`src/rtl/pc_pkg.sv`:
```
// Shared types and defaults for the fetch-stage program counter.
package pc_pkg;

  localparam int PC_W_DEF = 8;

  typedef enum logic [2:0] {
    SEL_START,
    SEL_RET,
    SEL_CALL,
    SEL_BF,
    SEL_BB,
    SEL_INC
  } sel_e;

endpackage

```
`src/rtl/pc_unit_ret_stack.sv`:
```
// Return-address LIFO with an occupancy pointer that runs 0..DEPTH.
module ret_stack #(
  parameter int W     = 8,
  parameter int DEPTH = 4
) (
  input  logic         clk_i,
  input  logic         rst_n_i,
  input  logic         push_i,
  input  logic         pop_i,
  input  logic         clear_i,
  input  logic [W-1:0] data_i,
  output logic [W-1:0] data_o,
  output logic         full_o,
  output logic         empty_o
);

  localparam int AW  = $clog2(DEPTH);
  localparam int SPW = AW + 1;

  logic [W-1:0]   mem [DEPTH];
  logic [SPW-1:0] sp;
  logic [AW-1:0]  wr_idx;
  logic [AW-1:0]  top_idx;

  assign wr_idx  = sp[AW-1:0];
  assign top_idx = sp[AW-1:0] - AW'(1);
  assign data_o  = mem[top_idx];
  assign full_o  = (sp == SPW'(DEPTH));
  assign empty_o = (sp == '0);

  always_ff @(posedge clk_i or negedge rst_n_i) begin
    if (!rst_n_i) begin
      sp <= '0;
    end else if (clear_i) begin
      sp <= '0;
    end else if (push_i) begin
      sp <= sp + SPW'(1);
    end else if (pop_i) begin
      sp <= sp - SPW'(1);
    end
  end

  // Entries are only ever read below sp, so they need no reset.
  always_ff @(posedge clk_i) begin
    if (push_i) begin
      mem[wr_idx] <= data_i;
    end
  end

endmodule

```
`src/rtl/pc_unit.sv`:
```
// Registered program counter with priority next-PC select,
// return-address stack and sticky control-error flag.
module pc_unit
  import pc_pkg::*;
#(
  parameter int                PC_W        = PC_W_DEF,
  parameter int                STACK_DEPTH = 4,
  parameter logic [PC_W-1:0]   RESET_ADDR  = '0
) (
  input  logic            clk_i,
  input  logic            rst_n_i,
  input  logic            en_i,
  input  logic            start_i,
  input  logic [PC_W-1:0] startadd_i,
  input  logic            branchf_i,
  input  logic            branchb_i,
  input  logic            call_i,
  input  logic            ret_i,
  input  logic [PC_W-1:0] target_i,
  output logic [PC_W-1:0] pc_o,
  output logic            stack_full_o,
  output logic            stack_empty_o,
  output logic            err_o
);

  logic [PC_W-1:0] pc_q;
  logic [PC_W-1:0] inc;
  logic [PC_W-1:0] nxt_pc;
  logic [PC_W-1:0] top;
  logic            err_q;
  logic            err_set;
  logic            push;
  logic            pop;
  logic            clr;
  logic            full;
  logic            empty;
  sel_e            sel;

  assign inc = pc_q + PC_W'(1);

  // Faulted controls fall back to a plain increment.
  always_comb begin
    sel     = SEL_INC;
    err_set = 1'b0;
    if (start_i) begin
      sel = SEL_START;
    end else if (ret_i) begin
      if (empty) err_set = 1'b1;
      else       sel     = SEL_RET;
    end else if (call_i) begin
      if (full) err_set = 1'b1;
      else      sel     = SEL_CALL;
    end else if (branchf_i && branchb_i) begin
      err_set = 1'b1;
    end else if (branchf_i) begin
      sel = SEL_BF;
    end else if (branchb_i) begin
      sel = SEL_BB;
    end
  end

  always_comb begin
    nxt_pc = inc;
    unique case (sel)
      SEL_START: nxt_pc = startadd_i;
      SEL_RET:   nxt_pc = top;
      SEL_CALL:  nxt_pc = target_i;
      SEL_BF:    nxt_pc = inc + target_i;
      SEL_BB:    nxt_pc = inc - target_i;
      SEL_INC:   nxt_pc = inc;
      default:   nxt_pc = inc;
    endcase
  end

  assign push = en_i && (sel == SEL_CALL);
  assign pop  = en_i && (sel == SEL_RET);
  assign clr  = en_i && (sel == SEL_START);

  ret_stack #(
    .W     (PC_W),
    .DEPTH (STACK_DEPTH)
  ) u_stack (
    .clk_i   (clk_i),
    .rst_n_i (rst_n_i),
    .push_i  (push),
    .pop_i   (pop),
    .clear_i (clr),
    .data_i  (inc),
    .data_o  (top),
    .full_o  (full),
    .empty_o (empty)
  );

  always_ff @(posedge clk_i or negedge rst_n_i) begin
    if (!rst_n_i) begin
      pc_q  <= RESET_ADDR;
      err_q <= 1'b0;
    end else if (en_i) begin
      pc_q  <= nxt_pc;
      err_q <= err_q | err_set;
    end
  end

  assign pc_o          = pc_q;
  assign err_o         = err_q;
  assign stack_full_o  = full;
  assign stack_empty_o = empty;

endmodule

```
`config.mk`:
```
export PLATFORM = sky130hd
export DESIGN_NAME = pc_unit
export DESIGN_NICKNAME = d
export VERILOG_FILES = /design/src/rtl/pc_pkg.sv /design/src/rtl/pc_unit_ret_stack.sv /design/src/rtl/pc_unit.sv
export SDC_FILE = /design/constraint.sdc
export NUM_CORES = 1
export LEC_CHECK = 0
export CAP_MARGIN = 0
export CORE_ASPECT_RATIO = 0.75
export CORE_MARGIN = 2
export CORE_UTILIZATION = 40
export DETAILED_ROUTE_END_ITERATION = 6
export GPL_ROUTABILITY_DRIVEN = 0
export GPL_TIMING_DRIVEN = 0
export SLEW_MARGIN = 40
export SYNTH_ARGS = -nofsm -noshare
export SYNTH_HDL_FRONTEND = slang
export SYNTH_HIERARCHICAL = 1
export SYNTH_SLANG_ARGS = --single-unit
```
`constraint.sdc`:
```
create_clock -name clk_i -period 2.9 [get_ports clk_i]
set_input_delay 0.58 -clock clk_i [delete_from_list [all_inputs] [get_ports clk_i]]
set_output_delay 0.58 -clock clk_i [all_outputs]
set_load 0.05 [all_outputs]
```
Word level (Yosys, flattened, before mapping):

Memory sizes are Yosys's and may differ from the RTL's.
Cells that the tools add are included.

* register bits after elaboration: 12
* RAM bits: 32
* input port bits: 24
* output and inout bits: 11
* logic and storage cells: 43
* memories: 1

Memory list
* u_stack.mem: depth 4, bits a word 8, read ports 1, clocked after Yosys merged registers in 0, write ports 1, line pc_unit_ret_stack.sv:20 `logic [W-1:0] mem [DEPTH];`

* $add $sub $neg: 6
* equal/unequal tests: 5
* muxes and demuxes: 20
* bitwise gates (word level): 1
* reduce and logical (&&, ||, !) cells: 7

Operators with widths (number)
* $pmux W8 S5: 1
* $mux W3: 10
* $mux W1: 9
* $add A8 B1 Y8 const B: 1
* $add A8 B8 Y8: 1
* $sub A8 B8 Y8: 1
* $eq A3 B2 Y1 const B: 2
* $eq A3 B3 Y1 const B: 2
* $logic_not A3 Y1: 2
* $logic_and A1 B1 Y1: 4
* $add A3 B1 Y3 const B: 1
* $eq A3 B1 Y1 const B: 1
* $reduce_bool A3 Y1: 1
* $sub A3 B1 Y3 const B: 1
* $sub A2 B1 Y2 const B: 1
* $or A1 B1 Y1: 1

Depth between registers and ports, before layout:

Gate-level depths: netlist of the first run.

* depth in word-level cells: 11
* gate-level depth with buffers: 12
* mapped depth without buffers: 11

Hierarchy:

Netlist of the first run, hierarchy kept.

Modules (own cells, without submodules)
* ret_stack: times used 1, cells each 68, area an instance 1408.9 um^2, sequential area each 1036.0 um^2
* pc_unit: times used 1, cells each 155, area an instance 1209.9 um^2, sequential area each 225.2 um^2

Worst setup path after synthesis of the first run:

Ideal clock, no wire load.

* path kind: flip-flop to flip-flop
* start: register u_stack.sp[0]
* end: register u_stack.sp[1]
* library setup time: 0.094 ns
* arrival: 2.814 ns
* data required time: 2.806 ns
* slack: -0.008 ns
* cell stages (with the launch flop): 10
* buffers on the path: 1
* period minus slack after synthesis: 2.908 ns
* cell sequence: dfrtp_1 > buf_6 > inv_1 > ha_1 > and2_1 > nor4b_2 > and2_1 > fa_1 > nor2b_1 > a211oi_1

* longest elaborated chain between the ends: 9
* elaborated cells between the ends (all ways): 19
* classes of those cells: add/sub (2); eq/ne (3); mux (8); reduce/logical (6)

Ends and longest elaborated chain
* from (decl): line pc_unit_ret_stack.sv:21 `logic [SPW-1:0] sp;`
* from (signal assigned): line pc_unit_ret_stack.sv:37 `sp <= sp + SPW'(1);`
* from (signal assigned): line pc_unit_ret_stack.sv:39 `sp <= sp - SPW'(1);`
* $eq A3 B3 Y1 (*): line pc_unit_ret_stack.sv:28 `assign full_o = (sp == SPW'(DEPTH));`
* net stack_full_o: line pc_unit.sv:21 `output logic stack_full_o,`
* $mux W3 (*): line pc_unit.sv:51 `if (full) err_set = 1'b1;`
* $mux W3 (*): line pc_unit.sv:50 `end else if (call_i) begin`
* $mux W3 (*): line pc_unit.sv:47 `end else if (ret_i) begin`
* $mux W3 (*): line pc_unit.sv:45 `if (start_i) begin`
* $eq A3 B2 Y1 (*): line pc_unit.sv:75 `assign push = en_i && (sel == SEL_CALL);`
* $logic_and A1 B1 Y1 (*): line pc_unit.sv:75
* net push: line pc_unit.sv:32 `logic push;`
* $mux W3: line pc_unit_ret_stack.sv:36 `end else if (push_i) begin`
* $mux W3: line pc_unit_ret_stack.sv:34 `end else if (clear_i) begin`

The timed path passes the listed nets; every way through them passes the cells marked *. The select of a mux whose other input is x is not followed.
A chain may end at the register's enable or synchronous reset.

Worst setup path after layout of the first run:

* start: input target_i[2]
* end: register pc_q[5] (netlist: pc_o[5])

* longest elaborated chain between the ends: 2
* elaborated cells between the ends (all ways): 3
* classes of those cells: add/sub (2); mux (1)

Ends and longest elaborated chain
* from (decl): line pc_unit.sv:19 `input logic [PC_W-1:0] target_i,`
* $sub A8 B8 Y8 or $add A8 B8 Y8 (tied branches): line pc_unit.sv:69, pc_unit.sv:68
* $pmux W8 S5 (*): line pc_unit.sv:64 `unique case (sel)`
* to (signal assigned): line pc_unit.sv:99 `pc_q <= nxt_pc;`
* to (decl): line pc_unit.sv:26 `logic [PC_W-1:0] pc_q;`

Mark *: on every way between the ends. The rest lies on a longest branch, timed or not.

==> results of run 1 <==
[cell type report]
class                   instances  area [um^2]  area share (%)
multi-input cells             157         1315           40.56
repair buffers                 37        345.3           10.65
clock buffers                   5        68.82           2.123
flip-flops and latches         44         1261           38.90
plain buffers                   8        47.55           1.467
inverters                      14        52.55           1.621
clock inverters                 3        50.05           1.544
well taps                      81        101.3           3.126
[power breakdown]
part | switching (mW) | total [mW] | leakage [nW] | internal, mW
Combinational | 0.692 | 1.19 | 0.728 | 0.497
Sequential | 0.0642 | 0.844 | 0.435 | 0.780
Clock | 0.241 | 0.507 | 0.0607 | 0.266
[synthesized netlist by cell type (3+ instances only)]
library cell / n
a21oi_1: 9
nor3_1: 9
nor2_1: 16
clkbuf_1: 4
a222oi_1: 5
a31oi_1: 3
nand2_1: 14
ha_1: 13
nor2b_1: 3
inv_1: 14
nand2b_1: 3
edfxtp_1: 32
o21ai_0: 9
nand3_1: 5
and2_1: 9
xor2_1: 6
xnor2_1: 11
o211ai_1: 4
dfrtp_1: 12
mux4_2: 8
[cell families after synthesis]
group / count (synthesis) / share of synthesized area, %
AO/OA/AOI/OAI: 45 / 12.37
XOR/XNOR: 18 / 6.545
adder cells (fa/ha/maj): 15 / 7.740
buffers and inverters: 22 / 3.822
flip-flops: 44 / 48.16
multiplexers: 9 / 7.262
AND/OR/NAND/NOR: 70 / 14.09
[flip-flops by register name (all words and copies together), names as in the netlist]
register     count
err_o            1
pc_o             8
u_stack/mem     32
u_stack/sp       3
[metrics by stage]
| stage | TNS, ns | hold slack [ns] | power, mW | std cells | util (%) |
|---|---|---|---|---|---|
| 2_1_floorplan | 0 | 0.2844 | 1.700 | 223 | - |
| 4_1_cts | 0 | 0.4813 | 2.543 | 347 | 50.91 |
| 6_report | 0 | 0.4731 | 2.540 | 349 | 51.31 |
| 3_3_place_gp | -3.085 | 0.4620 | 2.022 | 337 | 48.42 |
| 5_1_grt | 0 | 0.4919 | 2.697 | 349 | 51.31 |
| 3_5_place_dp | -3.275 | 0.4568 | 2.032 | 337 | 48.42 |
[worst max-delay path: cells and delay by family]
kind | cells | cell delay, ns
buffers and inverters | 1 | 0.51
AND/OR/NAND/NOR | 4 | 0.91
AO/OA/AOI/OAI | 3 | 0.52
XOR/XNOR | 1 | 0.14
adder cells (fa/ha/maj) | 1 | 0.34
[timing repair]
action,CTS,global route
endpoints found under the hold margin,0,0
pin swaps,3,3
setup buffers,2,2
endpoints found under the setup margin,39,5
gates resized for setup,14,11
[final timing paths]
path,end,slack (ns),depth (start not counted)
worst max-delay path,pc_o[5],0.09,10
worst min-delay path,err_o,0.47,1
worst max register to register,pc_o[5],0.23,9
worst min register to register,err_o,0.47,1
max in group asynchronous,pc_o[3],1.77,1
min in group asynchronous,pc_o[7],0.68,1
[layer usage]
| layer | track usage, % | vias to the layer above | part of all wire, % |
|---|---|---|---|
| met2 | 27.89 | 51 | 42 |
| li1 | - | 918 | - |
| met3 | 3.665 | 2 | 5.7 |
| met1 | 27.98 | 965 | 51 |
| met5 | 0 | - | 0 |
| met4 | 3.241 | 0 | 0.38 |
==> flow_metrics.env, run 1 <==
export IMPL_final_cell_mix="edfxtp_1, clkdlybuf4s50_1, nor2_1"
export IMPL_synth_cells=223
export IMPL_yosysTopAreaCell="edfxtp_1"
export IMPL_drc=0
export IMPL_routed_wl_mm=6.312
export IMPL_die_width_um=97.43
export IMPL_clkTransAtPathRegs_ns=0.10
export IMPL_yosysUniqueCellTypes=46
export IMPL_seq_area_frac_synth_pct=48.16
export IMPL_async_reset_ff_share_pct=27.27
export IMPL_die_h_um=74.08
export IMPL_fin_skew_ns=0.009045
export IMPL_fmax_mhz=356.2
export IMPL_drtAntennaViolNets=0
export IMPL_slew_headroom_pct=53.83
export IMPL_slowest_stage="clkdlybuf4s50_1"
export IMPL_setup_ws_ns=0.09256
export IMPL_yosysWarnings=6
export IMPL_place_area_um2=3059
export IMPL_power_density_nw_per_um2=783.6
export IMPL_n_fill_cell=572
export IMPL_period_share_pct=96.81
export IMPL_max_cap_violations=0
export IMPL_cts_root_buffer="clkbuf_8"
export IMPL_drtIter0Drc=132
export IMPL_r2r_start="pc_o[0]"
export IMPL_syn_nets=262
export IMPL_rsz0062_at_grt="no"
export IMPL_pre_cts_ws_ns=-0.8097
export IMPL_grt_start_max_net_pins=17
export IMPL_required_ns=3.10
export IMPL_maxSlewViolCount=0
export IMPL_overflow=0
export IMPL_synth_edff_count=32
export IMPL_antenna_found_initial=0
export IMPL_via_per_inst=5.547
export IMPL_holdCritPathClass="flop to flop"
export IMPL_status="finished, final reports clean"
export IMPL_min_period_ns=2.807
export IMPL_portBuffers=33
export IMPL_min_from="err_o"
export IMPL_cts_tree="done"
export IMPL_hold_viol_final=0
export IMPL_final_net_count=306
export IMPL_drive_above_1_share_pct=14.55
export IMPL_setup_viol_count_final=0
export IMPL_clk_insertion_delay_late_ns=0.30
export IMPL_ys_ff_latch=44
export IMPL_cp_arrival_ns=3.01
export IMPL_htree_levels=2
export IMPL_coreArea_um2=6319
export IMPL_wl_per_cell_um=18.09
export IMPL_dieArea_um2=7217
export IMPL_netlist_area_leader_share_pct=36.69
export IMPL_area_delta_synth_final_pct=23.79
export IMPL_dr_total_vias=1936
export IMPL_io_pins=35
export IMPL_dp_hpwl_mm=4.739
export IMPL_crit_fanout=4
export IMPL_firstDrtPassIters=4
export IMPL_initial_core_util_pct=41.45
export IMPL_worst_pin_slew_ns=0.6903
export IMPL_irDropWorstVdd_v=0.0005080
export IMPL_clockBufferDepth=2
export IMPL_path_class="input pin to flop"
export IMPL_grt_pass1_wl_mm=10.03
export IMPL_clock_sinks=44
export IMPL_synth_area_um2=2619
export IMPL_crit_chain="clkdlybuf4s50_1, nor3_2, nor2_1, xnor2_1, ha_1, o21a_1, o31a_1, or3_1, a31oi_2, nor3_1"
export IMPL_n_antenna_cell=0
export IMPL_cts_hold_fix_buffers=0
export IMPL_cp_end_kind="flop"
export IMPL_layout_commonest_cell="edfxtp_1"
export IMPL_setup_worst_path_start="target_i[2]"
export IMPL_first_global_vias=1836
export IMPL_syn_area_per_cell_um2=11.74
export IMPL_rows=25
export IMPL_max_stage_delay_ns=0.51
export IMPL_final_cell_area_um2=3242
export IMPL_start_kind="input pin"
export IMPL_cts_inserted_buffers=5
export IMPL_synthTopCellsByArea="edfxtp_1, dfrtp_1, mux4_2"
export IMPL_grt_usage_pct=18.39
export IMPL_synthFlopType="edfxtp_1"
export IMPL_power_leakage_nw=1.223
No activity file was read; power rests on OpenSTA's default activity.
==> run 2, diff against run 1 <==
Settings changed: ABC_CLOCK_PERIOD_IN_PS set to 2900, CTS_CLUSTER_SIZE set to 40.
==> results of run 2 <==
No change in the layout: final DEF, timing and power equal those of run 1.
